$ cat src/rtl/ic_74165_tx.sv
// ic_74165_tx: framed parallel-in/serial-out transmitter on a 74165-style
// shift core. A load captures D, then the word goes out MSB-first on Q7,
// framed by a start bit (0) and a stop bit (1). Each bit is held for
// BIT_CYCLES enabled clock edges.
//
// Optional macro: IC_74165_TX_PARITY_EN inserts an even-parity bit
// between the last data bit and the stop bit.
//
// Ports:
//   CP    in   clock, rising edge
//   RD    in   async active-low reset
//   nCE   in   active-low clock enable; high freezes everything
//   D     in   parallel word, sampled only on an accepted load
//   LOAD  in   load request (level), honoured only in IDLE
//   Q7    out  serial data, idles high
//   nQ7   out  complement of Q7
//   BUSY  out  frame in progress
//   DONE  out  one-cycle pulse on the edge that ends the frame
module ic_74165_tx #(
  parameter int WIDTH      = 8,
  parameter int BIT_CYCLES = 4
) (
  input  logic             CP,
  input  logic             RD,
  input  logic             nCE,
  input  logic [WIDTH-1:0] D,
  input  logic             LOAD,
  output logic             Q7,
  output logic             nQ7,
  output logic             BUSY,
  output logic             DONE
);

  typedef enum logic [2:0] {
    S_IDLE,
    S_START,
    S_DATA,
`ifdef IC_74165_TX_PARITY_EN
    S_PARITY,
`endif
    S_STOP
  } state_t;

  localparam logic [7:0] CYC_LAST = 8'(BIT_CYCLES - 1);
  localparam logic [4:0] BIT_LAST = 5'(WIDTH - 1);

  state_t           state_q, state_d;
  logic [WIDTH-1:0] sr_q, sr_d;
  logic [4:0]       bit_q, bit_d;
  logic [7:0]       cyc_q, cyc_d;
  logic             q7_d, busy_d, done_d;
  logic             bit_end;
`ifdef IC_74165_TX_PARITY_EN
  logic             par_q, par_d;
`endif

  // With BIT_CYCLES=1 the counter sits at 0 and every edge ends a bit.
  assign bit_end = (cyc_q == CYC_LAST);

  always_comb begin
    state_d = state_q;
    sr_d    = sr_q;
    bit_d   = bit_q;
    cyc_d   = cyc_q;
    q7_d    = Q7;
    busy_d  = BUSY;
    done_d  = 1'b0;
`ifdef IC_74165_TX_PARITY_EN
    par_d   = par_q;
`endif

    if (state_q != S_IDLE)
      cyc_d = bit_end ? 8'd0 : cyc_q + 8'd1;

    case (state_q)
      S_IDLE: begin
        q7_d   = 1'b1;
        busy_d = 1'b0;
        if (LOAD) begin
          sr_d    = D;
`ifdef IC_74165_TX_PARITY_EN
          par_d   = ^D;
`endif
          busy_d  = 1'b1;
          q7_d    = 1'b0;
          cyc_d   = 8'd0;
          bit_d   = 5'd0;
          state_d = S_START;
        end
      end
      S_START: begin
        if (bit_end) begin
          q7_d    = sr_q[WIDTH-1];
          bit_d   = 5'd0;
          state_d = S_DATA;
        end
      end
      S_DATA: begin
        if (bit_end) begin
          if (bit_q == BIT_LAST) begin
`ifdef IC_74165_TX_PARITY_EN
            q7_d    = par_q;
            state_d = S_PARITY;
`else
            q7_d    = 1'b1;
            state_d = S_STOP;
`endif
          end else begin
            // Q7 always mirrors the register MSB; next bit is one below it.
            sr_d  = sr_q << 1;
            q7_d  = sr_q[WIDTH-2];
            bit_d = bit_q + 5'd1;
          end
        end
      end
`ifdef IC_74165_TX_PARITY_EN
      S_PARITY: begin
        if (bit_end) begin
          q7_d    = 1'b1;
          state_d = S_STOP;
        end
      end
`endif
      S_STOP: begin
        if (bit_end) begin
          q7_d    = 1'b1;
          busy_d  = 1'b0;
          done_d  = 1'b1;
          state_d = S_IDLE;
        end
      end
      default: begin
        q7_d    = 1'b1;
        busy_d  = 1'b0;
        state_d = S_IDLE;
      end
    endcase
  end

  always_ff @(posedge CP or negedge RD) begin
    if (!RD) begin
      state_q <= S_IDLE;
      sr_q    <= '0;
      bit_q   <= '0;
      cyc_q   <= '0;
      Q7      <= 1'b1;
      nQ7     <= 1'b0;
      BUSY    <= 1'b0;
      DONE    <= 1'b0;
`ifdef IC_74165_TX_PARITY_EN
      par_q   <= 1'b0;
`endif
    end else if (!nCE) begin
      state_q <= state_d;
      sr_q    <= sr_d;
      bit_q   <= bit_d;
      cyc_q   <= cyc_d;
      Q7      <= q7_d;
      nQ7     <= ~q7_d;
      BUSY    <= busy_d;
      DONE    <= done_d;
`ifdef IC_74165_TX_PARITY_EN
      par_q   <= par_d;
`endif
    end else begin
      // Disabled edge: everything holds, but a pending DONE pulse drops.
      DONE <= 1'b0;
    end
  end

endmodule

$ cat config.mk
export PLATFORM = sky130hd
export DESIGN_NAME = ic_74165_tx
export DESIGN_NICKNAME = d
export VERILOG_FILES = /design/src/rtl/ic_74165_tx.sv
export SDC_FILE = /design/constraint.sdc
export NUM_CORES = 1
export LEC_CHECK = 0
export ABC_CLOCK_PERIOD_IN_PS = 5950
export BUFFER_PORTS_ARGS = -buffer_cell sky130_fd_sc_hd__buf_2
export CAP_MARGIN = 15
export CORE_ASPECT_RATIO = 0.6
export CORE_MARGIN = 8
export CORE_UTILIZATION = 35
export CTS_CLUSTER_SIZE = 40
export DETAILED_ROUTE_END_ITERATION = 10
export PLACE_DENSITY_LB_ADDON = 0.3
export SYNTH_ARGS = -nofsm -noshare
export SYNTH_HDL_FRONTEND = slang
export SYNTH_SLANG_ARGS = --single-unit
export TNS_END_PERCENT = 1
$ cat constraint.sdc
create_clock -name CP -period 5.95 [get_ports CP]
set_input_delay 0 -clock CP [delete_from_list [all_inputs] [get_ports CP]]
set_output_delay 0 -clock CP [all_outputs]
set_load 0.05 [all_outputs]
# After elaboration in Yosys (flattened, before gate mapping)
# Index checks and enable logic that the tools add are counted.
# word_totals
latchBits	0
inputBits	12
memories	0
elab_cells	64
out_inout_bits	4
ramBits	0
ff_bits	28
mem_bits_ro	0
# op_classes
eq_ne	11
magnitude_cmp	0
n_addsub	2
bitwise_logic	3
n_shift	0
multipliers	0
muxes	31
reduce_logical	9
div	0
# op_table
cell	count
8-bit 2-to-1 mux	7
5-bit 2-to-1 mux	4
8-bit one-hot mux with 2 select lines	1
3-bit 2-to-1 mux	5
5-bit one-hot mux with 3 select lines	1
2-bit inequality test, second input constant	6
3-bit one-hot mux with 4 select lines	1
6-bit AND reduction	2
1-bit 2-to-1 mux	10
8-bit by 1-bit adder with 8-bit output, second input constant	1
8-bit by 2-bit == test with 1-bit output, second input constant	1
3-bit by 2-bit == test with 1-bit output, second input constant	2
3-bit nonzero test	2
5-bit by 1-bit adder with 5-bit output, second input constant	1
5-bit by 3-bit == test with 1-bit output, second input constant	1
5-bit AND reduction	1
1-bit one-hot mux with 4 select lines	1
3-bit by 1-bit == test with 1-bit output, second input constant	1
3-bit logical NOT	1
1-bit NOT	3
1-bit one-hot mux with 3 select lines	1
3-bit AND reduction	1
2-bit nonzero test	1
2-bit OR reduction	1

# Depth between registers and ports, before layout
# depth
ltp_word	5
depth_mapped	7
ltp_nobuf	6

# Least setup slack after synthesis
# OpenSTA, ideal clock, no wires.
# synth_timing
path_type	reg2reg
startpoint	reg state_q[0]
endpoint	reg sr_q[7]
period_less_slack_ns	1.927
setup_slack_ns	4.023
setup_ns	0.125
required_time_ns	5.825
path_stages_with_launch	7
arrival_time_ns	1.802
path_buffers	2
path_cell_list	dfrtp_1 -> inv_1 -> ha_1 -> buf_2 -> clkbuf_1 -> mux2_2 -> mux2_2
# synth_via
elab_chain_cells	3
elab_cells_between_ends	8
classes_between	4 x eq/ne; 1 x mux; 3 x reduce/logical
# synth_rtl
item	line	source
start, declared	47	state_t state_q, state_d;
start signal, assigned	154	state_q <= state_d;
3-bit by 2-bit == test with 1-bit output or 3-bit logical NOT (tied branches)	75	case (state_q)
2-bit inequality test (no line) or 2-bit nonzero test (tied branches)	-	
5-bit AND reduction (no line)	-	
end signal, assigned	155	sr_q <= sr_d;
end, declared	48	logic [WIDTH-1:0] sr_q, sr_d;
# Several ways; a longest one is shown, not always the timed one.
# A chain may end at the register's enable or synchronous reset.

# Worst setup path in the final report
# layout_timing
startpoint	reg state_q[0]
endpoint	reg bit_q[4]
# layout_via
elab_chain_cells	3
elab_cells_between_ends	10
classes_between	6 x eq/ne; 1 x mux; 3 x reduce/logical
# layout_rtl
item	line	source
3-bit by 2-bit == test with 1-bit output, or another cell as far along	75	
2-bit inequality test (no line) or 3-bit nonzero test (tied branches)	-	
6-bit AND reduction (no line)	-	
end signal, assigned	156	bit_q <= bit_d;
end, declared	49	logic [4:0] bit_q, bit_d;
# Several ways; a longest one is shown, not always the timed one.

==> metrics.txt <==
GRT Overall Usage=10.0%; Place WS=3.62 ns; CTS tree=yes; Sinks on Clock Net=27; register area share after synthesis=44.1%; Setup-failing EPs final=0; Post-DP HPWL=2.33 mm; overall power=0.818 mW; largest fanout on the critical path=25; gr ovfl total=0; Core Area=4170 sq um; Mean Syn Cell Area=10.9 sq um; Final nets=178; Vias/cell=5.38; post-route minimum period=2.35 ns; setup ws final=3.60 ns; Routed Antenna Nets=0; placer congestion estimate=0.761; # fillers=406; Clock Latency Late Sink=0.28 ns; endpoints failing hold=0; Synth warnings=0; Worst setup EP type=flip-flop; Worst Path Required=6.13 ns; Mapped Cells=141; cts repair resizes=0; max-slew violations=0; HP Start=nCE; Detailed Route Iter0 Violations=63; slew margin rel.=40.6%; num rows=18; synthesized net count=159; R2R depth=6; Max Clk Rate=0.426 GHz; RSZ-0062 raised after global routing=no; maxcap violations=0; Peak supply drop=0.000166 V; H-tree depth=1; Worst R2R Start=state_q[0]; commonest non-fill, non-tap cells in the layout=dfrtp_1, mux2_2, buf_2, o21ai_0, nand2_1; Clock Skews=0.00539 ns; Area Overhead vs Synth=13.6%; Final Core Density=41.8%; Hold Path Sink=DONE; largest net degree at the start of global routing=28; Min Hold Slack=0.0446 ns; final wirelength=3.20 mm; Hold Crit Depth=2; vias in the first global route=1107; clk root buf=clkbuf_8; Cell variety after synth=44; boundary pin count=16; clock tree buffer depth=2; Num CTS Buffers=3; register bit total from synthesis=27; P per Cell Area=469 nW/um^2; initial antenna violation count=0; DIE AREA=6830 sq um; outcome=finished clean; Worst-Margin Slew=0.892 ns; # diodes=0; share of cells above drive strength 1=28.3%; commonest non-fill, non-tap cell in the layout=dfrtp_1; global-route wire length before repair=5.27 mm; PortBufs=15; P_leak=0.739 nW; synthesized area=1530 sq um; Crit path arrival time=2.53 ns; Vias=1179; setup TNS=0 ns; fin crit share=39.5%; reg2reg end=bit_q[4]; Crit Path Category=reg2reg; First-pass DRT Iterations=6; DRC errors left=0; hold crit path type=in2reg; startpoint types=flip-flop; Initial Util=36.8%; Die Width=101 um; Wirelength per Cell=14.6 um; R2R setup slack=3.60 ns; Die Span Y=67.3 um; Worst-path clk slew=0.09 ns
## final cells by class
class                   instances  area (sq um)  share of cell area, %
clock buffers                   4          45.0                   2.58
inverters                       4          15.0                  0.861
multi-input cells             106           826                   47.4
flip-flops and latches         27           677                   38.8
well taps                      60          75.1                   4.31
repair buffers                 18           105                   6.03
## registers in the layout, indices dropped and copies added, names as in the netlist
| signal | flops |
|---|---|
| Q7 | 1 |
| nQ7 | 1 |
| bit_q | 5 |
| sr_q | 8 |
| state_q | 2 |
| cyc_q | 8 |
| DONE | 1 |
| BUSY | 1 |
## critical path: stages, from the launching register on
cell,delay [ns]
dfrtp_1,0.42
inv_1,0.10
ha_1,0.75
or2_2,0.26
a31oi_2,0.14
or2_4,0.30
o311ai_1,0.28
## kinds of logic after synthesis
logic type	Yosys count	synth area share, %
AO/OA/AOI/OAI	42	19.7
XOR/XNOR	1	0.571
adder cells (fa/ha/maj)	6	4.89
buffers and inverters	8	2.04
flip-flops	27	44.1
multiplexers	17	12.4
AND/OR/NAND/NOR	40	16.3
## synth_stat cells (all sizes together)
| cell type | number | share of area (%) |
|---|---|---|
| a211oi | 3 | 1.8 |
| a21boi | 1 | 0.49 |
| a21o | 4 | 2.0 |
| a21oi | 4 | 1.3 |
| a221o | 2 | 1.4 |
| a221oi | 1 | 0.57 |
| a22o | 5 | 2.9 |
| a31oi | 2 | 1.2 |
| and2b | 1 | 0.49 |
| and3 | 1 | 0.41 |
| buf | 1 | 0.33 |
| clkbuf | 3 | 0.73 |
| dfrtp | 26 | 42 |
| dfstp | 1 | 1.7 |
| ha | 6 | 4.9 |
| inv | 4 | 0.98 |
| mux2 | 16 | 12 |
| mux2i | 1 | 0.65 |
| nand2 | 8 | 2.0 |
| nand2b | 3 | 1.2 |
| nand3 | 7 | 2.3 |
| nand3b | 2 | 0.98 |
| nor2 | 5 | 1.7 |
| nor2b | 2 | 0.82 |
| nor3 | 2 | 0.98 |
| nor3b | 2 | 0.98 |
| nor4b | 1 | 1.5 |
| nor4bb | 1 | 0.65 |
| o211ai | 1 | 0.49 |
| o21a | 1 | 0.49 |
| o21ai | 14 | 4.6 |
| o221a | 1 | 0.73 |
| o311ai | 2 | 1.1 |
| o32a | 1 | 0.65 |
| or2 | 3 | 1.4 |
| or3 | 1 | 0.41 |
| or4 | 1 | 0.49 |
| xor2 | 1 | 0.57 |
## routing by layer
metal  up-vias  GRT usage [%]  share of wire, %
met1       573           13.3                49
li1        567              -                 -
met2        35           14.4                43
met4         0           4.97               1.5
met3         4           3.08               5.8
met5         -              0                 0
## repair_timing
| item | in CTS | in global routing |
|---|---|---|
| hold buffers | 3 | 0 |
| hold endpoints to repair | 28 | 0 |
| buffers inserted | 0 | 0 |
## worst max path at each step
stage / to / startpoint
6_report: bit_q[4] / state_q[0]
4_1_cts: bit_q[4] / state_q[0]
3_3_place_gp: bit_q[3] / state_q[0]
2_1_floorplan: sr_q[7] / state_q[0]
5_1_grt: bit_q[4] / state_q[0]
3_5_place_dp: bit_q[4] / state_q[0]
## power by group
part / switching [mW] / internal, mW / total (mW)
clock: 0.0562 / 0.0481 / 0.104
combinational: 0.214 / 0.184 / 0.397
sequential: 0.0594 / 0.257 / 0.316
## per-stage QoR
step	instances	cell area, sq um
5_1_grt	219	1740
2_1_floorplan	141	1530
3_3_place_gp	212	1670
6_report	219	1740
4_1_cts	219	1740
3_5_place_dp	212	1670
(Power assumes the default switching activity.)
